==> src/rtl/mem_bus_arbiter_pkg.sv <==
// Types and constants for the probe/CPU memory bus arbiter.
package mem_bus_arbiter_pkg;

  typedef enum logic [1:0] {RUN, DRAIN, HALTED} arb_state_t;
  typedef enum logic {OWNER_PROBE, OWNER_CPU} bus_owner_t;

  localparam int unsigned ARB_MAX_READ_LATENCY = 3;
  localparam int unsigned ARB_RUN_CNT_W        = 4;

  // A transaction expects read data only when it reads and does not write.
  function automatic logic is_read(input logic mem_read, input logic we);
    return mem_read & ~we;
  endfunction

endpackage

==> src/rtl/memory_bus_pkg.sv <==
// Shared memory-bus payload types used by every bus master and the slave decoder.
package MemoryBus;

  typedef struct packed {
    logic        mem_read;
    logic [3:0]  mask_byte;
    logic [31:0] write_data;
  } Cmd;

  typedef struct packed {
    logic [31:0] data;
  } Result;

endpackage

==> src/rtl/mem_bus_arbiter_read_pipe.sv <==
// read_owner_pipe: {valid, owner} shift register tracking who owns each read in
// flight across the fixed slave latency.
//   clk, rst         clock, async active-high reset (discards in-flight reads)
//   in_valid/owner   read accepted this cycle and its master
//   out_valid/owner  read whose data is on the bus this cycle
//   cpu_pending      a CPU read is still in flight beyond this cycle
module read_owner_pipe
  import mem_bus_arbiter_pkg::*;
#(
  parameter int unsigned DEPTH = 0
) (
  input  logic       clk,
  input  logic       rst,
  input  logic       in_valid,
  input  bus_owner_t in_owner,
  output logic       out_valid,
  output bus_owner_t out_owner,
  output logic       cpu_pending
);

  localparam int unsigned DEPTH_S = (DEPTH == 0) ? 1 : DEPTH;
  localparam int          LAST    = int'(DEPTH_S) - 1;

  logic [DEPTH_S-1:0] vld;
  logic [DEPTH_S-1:0] own_cpu;

  always_ff @(posedge clk or posedge rst) begin
    if (rst) begin
      vld     <= '0;
      own_cpu <= '0;
    end else begin
      vld[0]     <= in_valid;
      own_cpu[0] <= (in_owner == OWNER_CPU);
      for (int i = 1; i < int'(DEPTH_S); i++) begin
        vld[i]     <= vld[i-1];
        own_cpu[i] <= own_cpu[i-1];
      end
    end
  end

  // Zero latency bypasses the registers entirely.
  assign out_valid = (DEPTH == 0) ? in_valid : vld[LAST];
  assign out_owner = ((DEPTH == 0) ? (in_owner == OWNER_CPU) : own_cpu[LAST])
                     ? OWNER_CPU : OWNER_PROBE;

  // The exiting stage is excluded: its data is delivered this cycle.
  always_comb begin
    cpu_pending = 1'b0;
    for (int i = 0; i < LAST; i++) begin
      cpu_pending = cpu_pending | (vld[i] & own_cpu[i]);
    end
  end

endmodule

==> src/rtl/mem_bus_arbiter.sv <==
// mem_bus_arbiter: shares the memory bus between the debug probe and the CPU
// data port with bounded probe priority, a drain-then-freeze halt mode, and
// read-data routing across a fixed slave latency.
//   probe_*  probe request/payload, halt request, ack, read response, halted flag
//   cpu_*    CPU request/payload, ack, read response, stall
//   mem_*    shared bus payload out, read data in
module mem_bus_arbiter
  import mem_bus_arbiter_pkg::*;
#(
  parameter int unsigned ADDR_W        = 30,
  parameter int unsigned READ_LATENCY  = 0,  // 0..ARB_MAX_READ_LATENCY
  parameter int unsigned MAX_PROBE_RUN = 4   // 1..15
) (
  input  logic                clk,
  input  logic                rst,
  input  logic                probe_req,
  input  logic [ADDR_W-1:0]   probe_address,
  input  logic                probe_we,
  input  MemoryBus::Cmd       probe_cmd,
  input  logic                probe_halt,
  output logic                probe_ack,
  output logic                probe_rvalid,
  output MemoryBus::Result    probe_result,
  output logic                probe_halted,
  input  logic                cpu_req,
  input  logic [ADDR_W-1:0]   cpu_address,
  input  logic                cpu_we,
  input  MemoryBus::Cmd       cpu_cmd,
  output logic                cpu_ack,
  output logic                cpu_rvalid,
  output MemoryBus::Result    cpu_result,
  output logic                cpu_stall,
  output logic [ADDR_W-1:0]   mem_address,
  output logic                mem_we,
  output MemoryBus::Cmd       mem_cmd,
  input  MemoryBus::Result    mem_result
);

  arb_state_t               state;
  logic [ARB_RUN_CNT_W-1:0] run_cnt;
  logic                     cpu_turn;
  logic                     grant_probe;
  logic                     grant_cpu;
  logic                     new_read;
  logic                     rd_valid;
  bus_owner_t               rd_owner;
  logic                     cpu_pending;
  MemoryBus::Result         probe_res_q;
  MemoryBus::Result         cpu_res_q;

  // Grant decision; the CPU only gets a slot in RUN, forced once the probe run saturates.
  always_comb begin
    grant_probe = 1'b0;
    grant_cpu   = 1'b0;
    cpu_turn    = (run_cnt == ARB_RUN_CNT_W'(MAX_PROBE_RUN));
    if (!rst) begin
      if (state == RUN) begin
        grant_cpu   = cpu_req & (~probe_req | cpu_turn);
        grant_probe = probe_req & ~grant_cpu;
      end else begin
        grant_probe = probe_req;
      end
    end
  end

  assign probe_ack = grant_probe;
  assign cpu_ack   = grant_cpu;

  // Shared bus payload mux; idle bus is all zeros.
  always_comb begin
    mem_address = '0;
    mem_we      = 1'b0;
    mem_cmd     = '0;
    if (grant_probe) begin
      mem_address = probe_address;
      mem_we      = probe_we;
      mem_cmd     = probe_cmd;
    end else if (grant_cpu) begin
      mem_address = cpu_address;
      mem_we      = cpu_we;
      mem_cmd     = cpu_cmd;
    end
  end

  assign cpu_stall    = rst ? 1'b0 : ((state == RUN) ? (cpu_req & ~grant_cpu) : 1'b1);
  assign probe_halted = (state == HALTED);

  // Arbitration state and consecutive-probe-grant counter.
  always_ff @(posedge clk or posedge rst) begin
    if (rst) begin
      state   <= RUN;
      run_cnt <= '0;
    end else begin
      case (state)
        RUN: begin
          if (grant_cpu || !cpu_req) begin
            run_cnt <= '0;
          end else if (grant_probe) begin
            run_cnt <= run_cnt + ARB_RUN_CNT_W'(1);
          end
          if (probe_halt) state <= DRAIN;
        end
        DRAIN: begin
          run_cnt <= '0;
          if (!probe_halt) begin
            state <= RUN;
          end else if (!cpu_pending) begin
            state <= HALTED;
          end
        end
        HALTED: begin
          run_cnt <= '0;
          if (!probe_halt) state <= RUN;
        end
        default: begin
          state   <= RUN;
          run_cnt <= '0;
        end
      endcase
    end
  end

  assign new_read = (grant_probe & is_read(probe_cmd.mem_read, probe_we))
                  | (grant_cpu   & is_read(cpu_cmd.mem_read, cpu_we));

  read_owner_pipe #(
    .DEPTH(READ_LATENCY)
  ) u_read_pipe (
    .clk        (clk),
    .rst        (rst),
    .in_valid   (new_read),
    .in_owner   (grant_cpu ? OWNER_CPU : OWNER_PROBE),
    .out_valid  (rd_valid),
    .out_owner  (rd_owner),
    .cpu_pending(cpu_pending)
  );

  assign probe_rvalid = rd_valid & (rd_owner == OWNER_PROBE);
  assign cpu_rvalid   = rd_valid & (rd_owner == OWNER_CPU);

  // Each master's result holds the last data routed to it.
  always_ff @(posedge clk or posedge rst) begin
    if (rst) begin
      probe_res_q <= '0;
      cpu_res_q   <= '0;
    end else begin
      if (probe_rvalid) probe_res_q <= mem_result;
      if (cpu_rvalid)   cpu_res_q   <= mem_result;
    end
  end

  assign probe_result = probe_rvalid ? mem_result : probe_res_q;
  assign cpu_result   = cpu_rvalid   ? mem_result : cpu_res_q;

endmodule
==> config.mk <==
export PLATFORM = sky130hd
export DESIGN_NAME = mem_bus_arbiter
export DESIGN_NICKNAME = d
export VERILOG_FILES = /design/src/rtl/mem_bus_arbiter_pkg.sv /design/src/rtl/memory_bus_pkg.sv /design/src/rtl/mem_bus_arbiter_read_pipe.sv /design/src/rtl/mem_bus_arbiter.sv
export SDC_FILE = /design/constraint.sdc
export NUM_CORES = 1
export LEC_CHECK = 0
export BUFFER_PORTS_ARGS = -buffer_cell sky130_fd_sc_hd__buf_2
export CORE_AREA = 10 10 109 151
export DETAILED_ROUTE_END_ITERATION = 8
export DIE_AREA = 0 0 119 161
export MAX_ROUTING_LAYER = met4
export PLACE_DENSITY = 0.68
export SYNTH_ARGS = -nofsm -noshare
export SYNTH_HDL_FRONTEND = slang
export SYNTH_HIERARCHICAL = 1
export SYNTH_SLANG_ARGS = --single-unit
==> constraint.sdc <==
create_clock -name clk -period 10.83 [get_ports clk]
set_input_delay 0.5415 -clock clk [delete_from_list [all_inputs] [get_ports clk]]
set_output_delay 0.5415 -clock clk [all_outputs]
set_load 0.03 [all_outputs]
==> metrics.md <==
| Metric | Value |
|---|---|
| Via-to-Cell Ratio | `5.00` |
| 1st-iter DRT viols | `559` |
| Fmax | `250 MHz` |
| Die boundary height | `161 µm` |
| Final antenna-violating net count | `0` |
| Clock root cell | `clkbuf_16` |
| EDFF count, synth | `0` |
| Unrepaired setup endpoints after global routing | `false` |
| Full die area | `19,200 µm²` |
| Inserted Clock Buffers | `9` |
| Max-cap violation count | `0` |
| Clock Pin Slew Worst Setup and Hold Paths | `50 ps` |
| DR vias | `4,840` |
| Total power | `977 µW` |
| Worst reg2reg path depth | `9` |
| Startpoint class of the critical path | `register` |
| Rel. slew slack | `29.5%` |
| Origin of the critical flop-to-flop path | `run_cnt[0]` |
| Global-route wire length before repair | `26,900 µm` |
| Period minus WS final | `between 3000 and 4000 ps` |
| Final Util | `48.1%` |
| Number of synthesis warnings | `6` |
| Crit path max fanout | `112` |
| Clock tree buffer depth | `2` |
| Measured slew at the worst slew-check pin | `1060 ps` |
| Post-synthesis cell area | `4700 µm²` |
| Worst setup EP type | `output pin` |
| Placement Rows | `51` |
| Async S/R FF share, synth | `100%` |
| Final wirelength | `18,100 µm` |
| R2R Setup Slk | `between 7000 and 8000 ps` |
| Pin count of the biggest net entering global routing | `113` |
| Register area share after synthesis | `37.3%` |
| Placed Cells | `948` |
| Syn Nets | `685` |
| PD cells | `149 nW/µm²` |
| Final Hold Vio Count | `0` |
| Worst hold slack | `455 ps` |
| WS Path Type | `reg -> out` |
| Core Area | `13,700 µm²` |
| Detailed-router iteration count before antenna repair | `4` |
| Seq cells post-synth | `70` |
| Cell count after synthesis | `510` |
| GRT Resource Usage Total | `17.7%` |
| Worst-Skew Late Latency | `320 ps` |
| Hold path depth | `2` |
| Tcrit/Tclk final | `a little under two fifths` |
| DR WL/cell | `18.7 µm` |
| Most common cell after layout, fill and taps aside | `buf_2` |
| Synth Area per Inst | `9.21 µm²` |
| IR drop worst, VDD | `0.122 mV` |
| Hold crit path type | `in -> reg` |
| Netlist cell types | `31` |
| Worst Path Required | `10,290 ps` |
| Layout area overhead | `39.9%` |
| Initial antenna violation count | `4` |
| Die Wd | `119 µm` |
| CTS Sinks | `70` |
| Most used DFF post-synth | `dfrtp_1` |
| DPL Wire Length | `14,000 µm` |
| IO Port Bufs | `310` |
| CTS tree | `done` |
| Nets | `949` |
| DRC | `0` |
| Worst path arrival time | `3460 ps` |
| Residual overflow from global routing | `0` |
| Leak | `about 0.0035 µW` |
| Postcts setup bufs | `0` |
| Skew final | `approximately 6.5 ps` |
| Final count of negative-setup-slack endpoints | `0` |
| H-Tree Depth | `3` |
| Final setup TNS | `0 ps` |
| Share of cells above drive strength 1 | `51.3%` |
| Initial core utilization | `34.4%` |
| Final cell count without fillers | `roughly 970` |
| Total I/O pin count | `311` |
| Hold wc startpoint | `probe_halt` |
| Min-Delay Endpoint | `state[1]` |
| Slew Viols, Final | `0` |
| Vias in the first global route | `4,664` |
| Cts hold-fix bufs | `0` |
| Commonest non-fill, non-tap cells in the layout | `309 x buf_2, 71 x inv_1, 71 x a21oi_1, 70 x dfrtp_1` |
| Run status | `finished, final reports clean` |
| Routability cong. | `0.863` |
| CTS-repair resized insts | `0` |
| Reg-to-Reg End | `probe_res_q[23]` |
==> cell usage after synthesis, types with 4 or more instances <==
cell / n / area, µm²
a211o_1: 67 / 587
a21oi_1: 71 / 355
buf_1: 5 / 18.8
buf_2: 6 / 30.0
clkbuf_1: 48 / 180
dfrtp_1: 70 / 1750
inv_1: 72 / 270
mux2_2: 64 / 721
nand2_1: 4 / 15.0
nor2b_1: 4 / 25.0
o211ai_1: 67 / 503
==> per-layer routing <==
| layer | part of all wire [%] | GRT usage (%) |
|---|---|---|
| met1 | 41 | 21.0 |
| met2 | 49 | 28.6 |
| met3 | 8.0 | 5.48 |
| met4 | 1.3 | 4.40 |
| met5 | 0 | - |
==> cell type report <==
class / instances / area (µm²)
Antenna cell: 4 / 10.0
Timing Repair Buffer: 318 / 1610
Inverter: 72 / 270
Sequential cell: 70 / 1750
Multi-Input combinational cell: 303 / 2390
Tap cell: 185 / 231
Fill cell: 1380 / 7080
Clock buffer: 11 / 243
Clock inverter: 5 / 57.6
==> registers in the layout, summed over array words and instances (netlist names) <==
signal	flops
state	2
run_cnt	4
probe_res_q	32
cpu_res_q	32
==> worst max-delay path by stage <==
stage          startpoint                to  depth (start not counted)
2_1_floorplan         rst  probe_result[22]                          8
3_3_place_gp    probe_req  probe_result[23]                          8
3_5_place_dp    probe_req     cpu_result[4]                          8
4_1_cts        run_cnt[0]  probe_result[13]                         10
5_1_grt        run_cnt[0]  probe_result[23]                         10
6_report       run_cnt[0]  probe_result[23]                         10
==> kinds of logic after synthesis <==
kind of cell    share of synthesized area [%]
compound gates                           32.4
simple gates                             2.56
fa+ha+maj                               0.533
other cells                            0.0798
mux                                      15.3
buf+inv                                  11.8
flops                                    37.3
==> through the flow <==
stage                     worst slack, ps  instance area [µm²]
final                                6830                 6570
after global routing                 6510                 6570
after CTS                            6790                 6560
after detailed placement             6970                 6260
after global placement               6980                 6260
after floorplan                      6220                 4700
==> power by group <==
group | switching (µW) | leakage [µW] | internal, µW
Sequential | 12.4 | 0.000894 | 309
Combinational | 242 | 0.00242 | 122
Clock | 107 | 0.000150 | 185
Total | 361 | 0.00346 | 616
==> worst max-delay path: stages, from the launching register on <==
cell,delay (ps)
dfrtp_1,380
inv_1,70
ha_1,210
nand3b_1,100
buf_4,830
a21oi_1,190
and2_1,260
nor2b_2,110
buf_4,380
mux2_2,410
buf_2,180
Note: power is estimated with default switching activity, not from simulation.
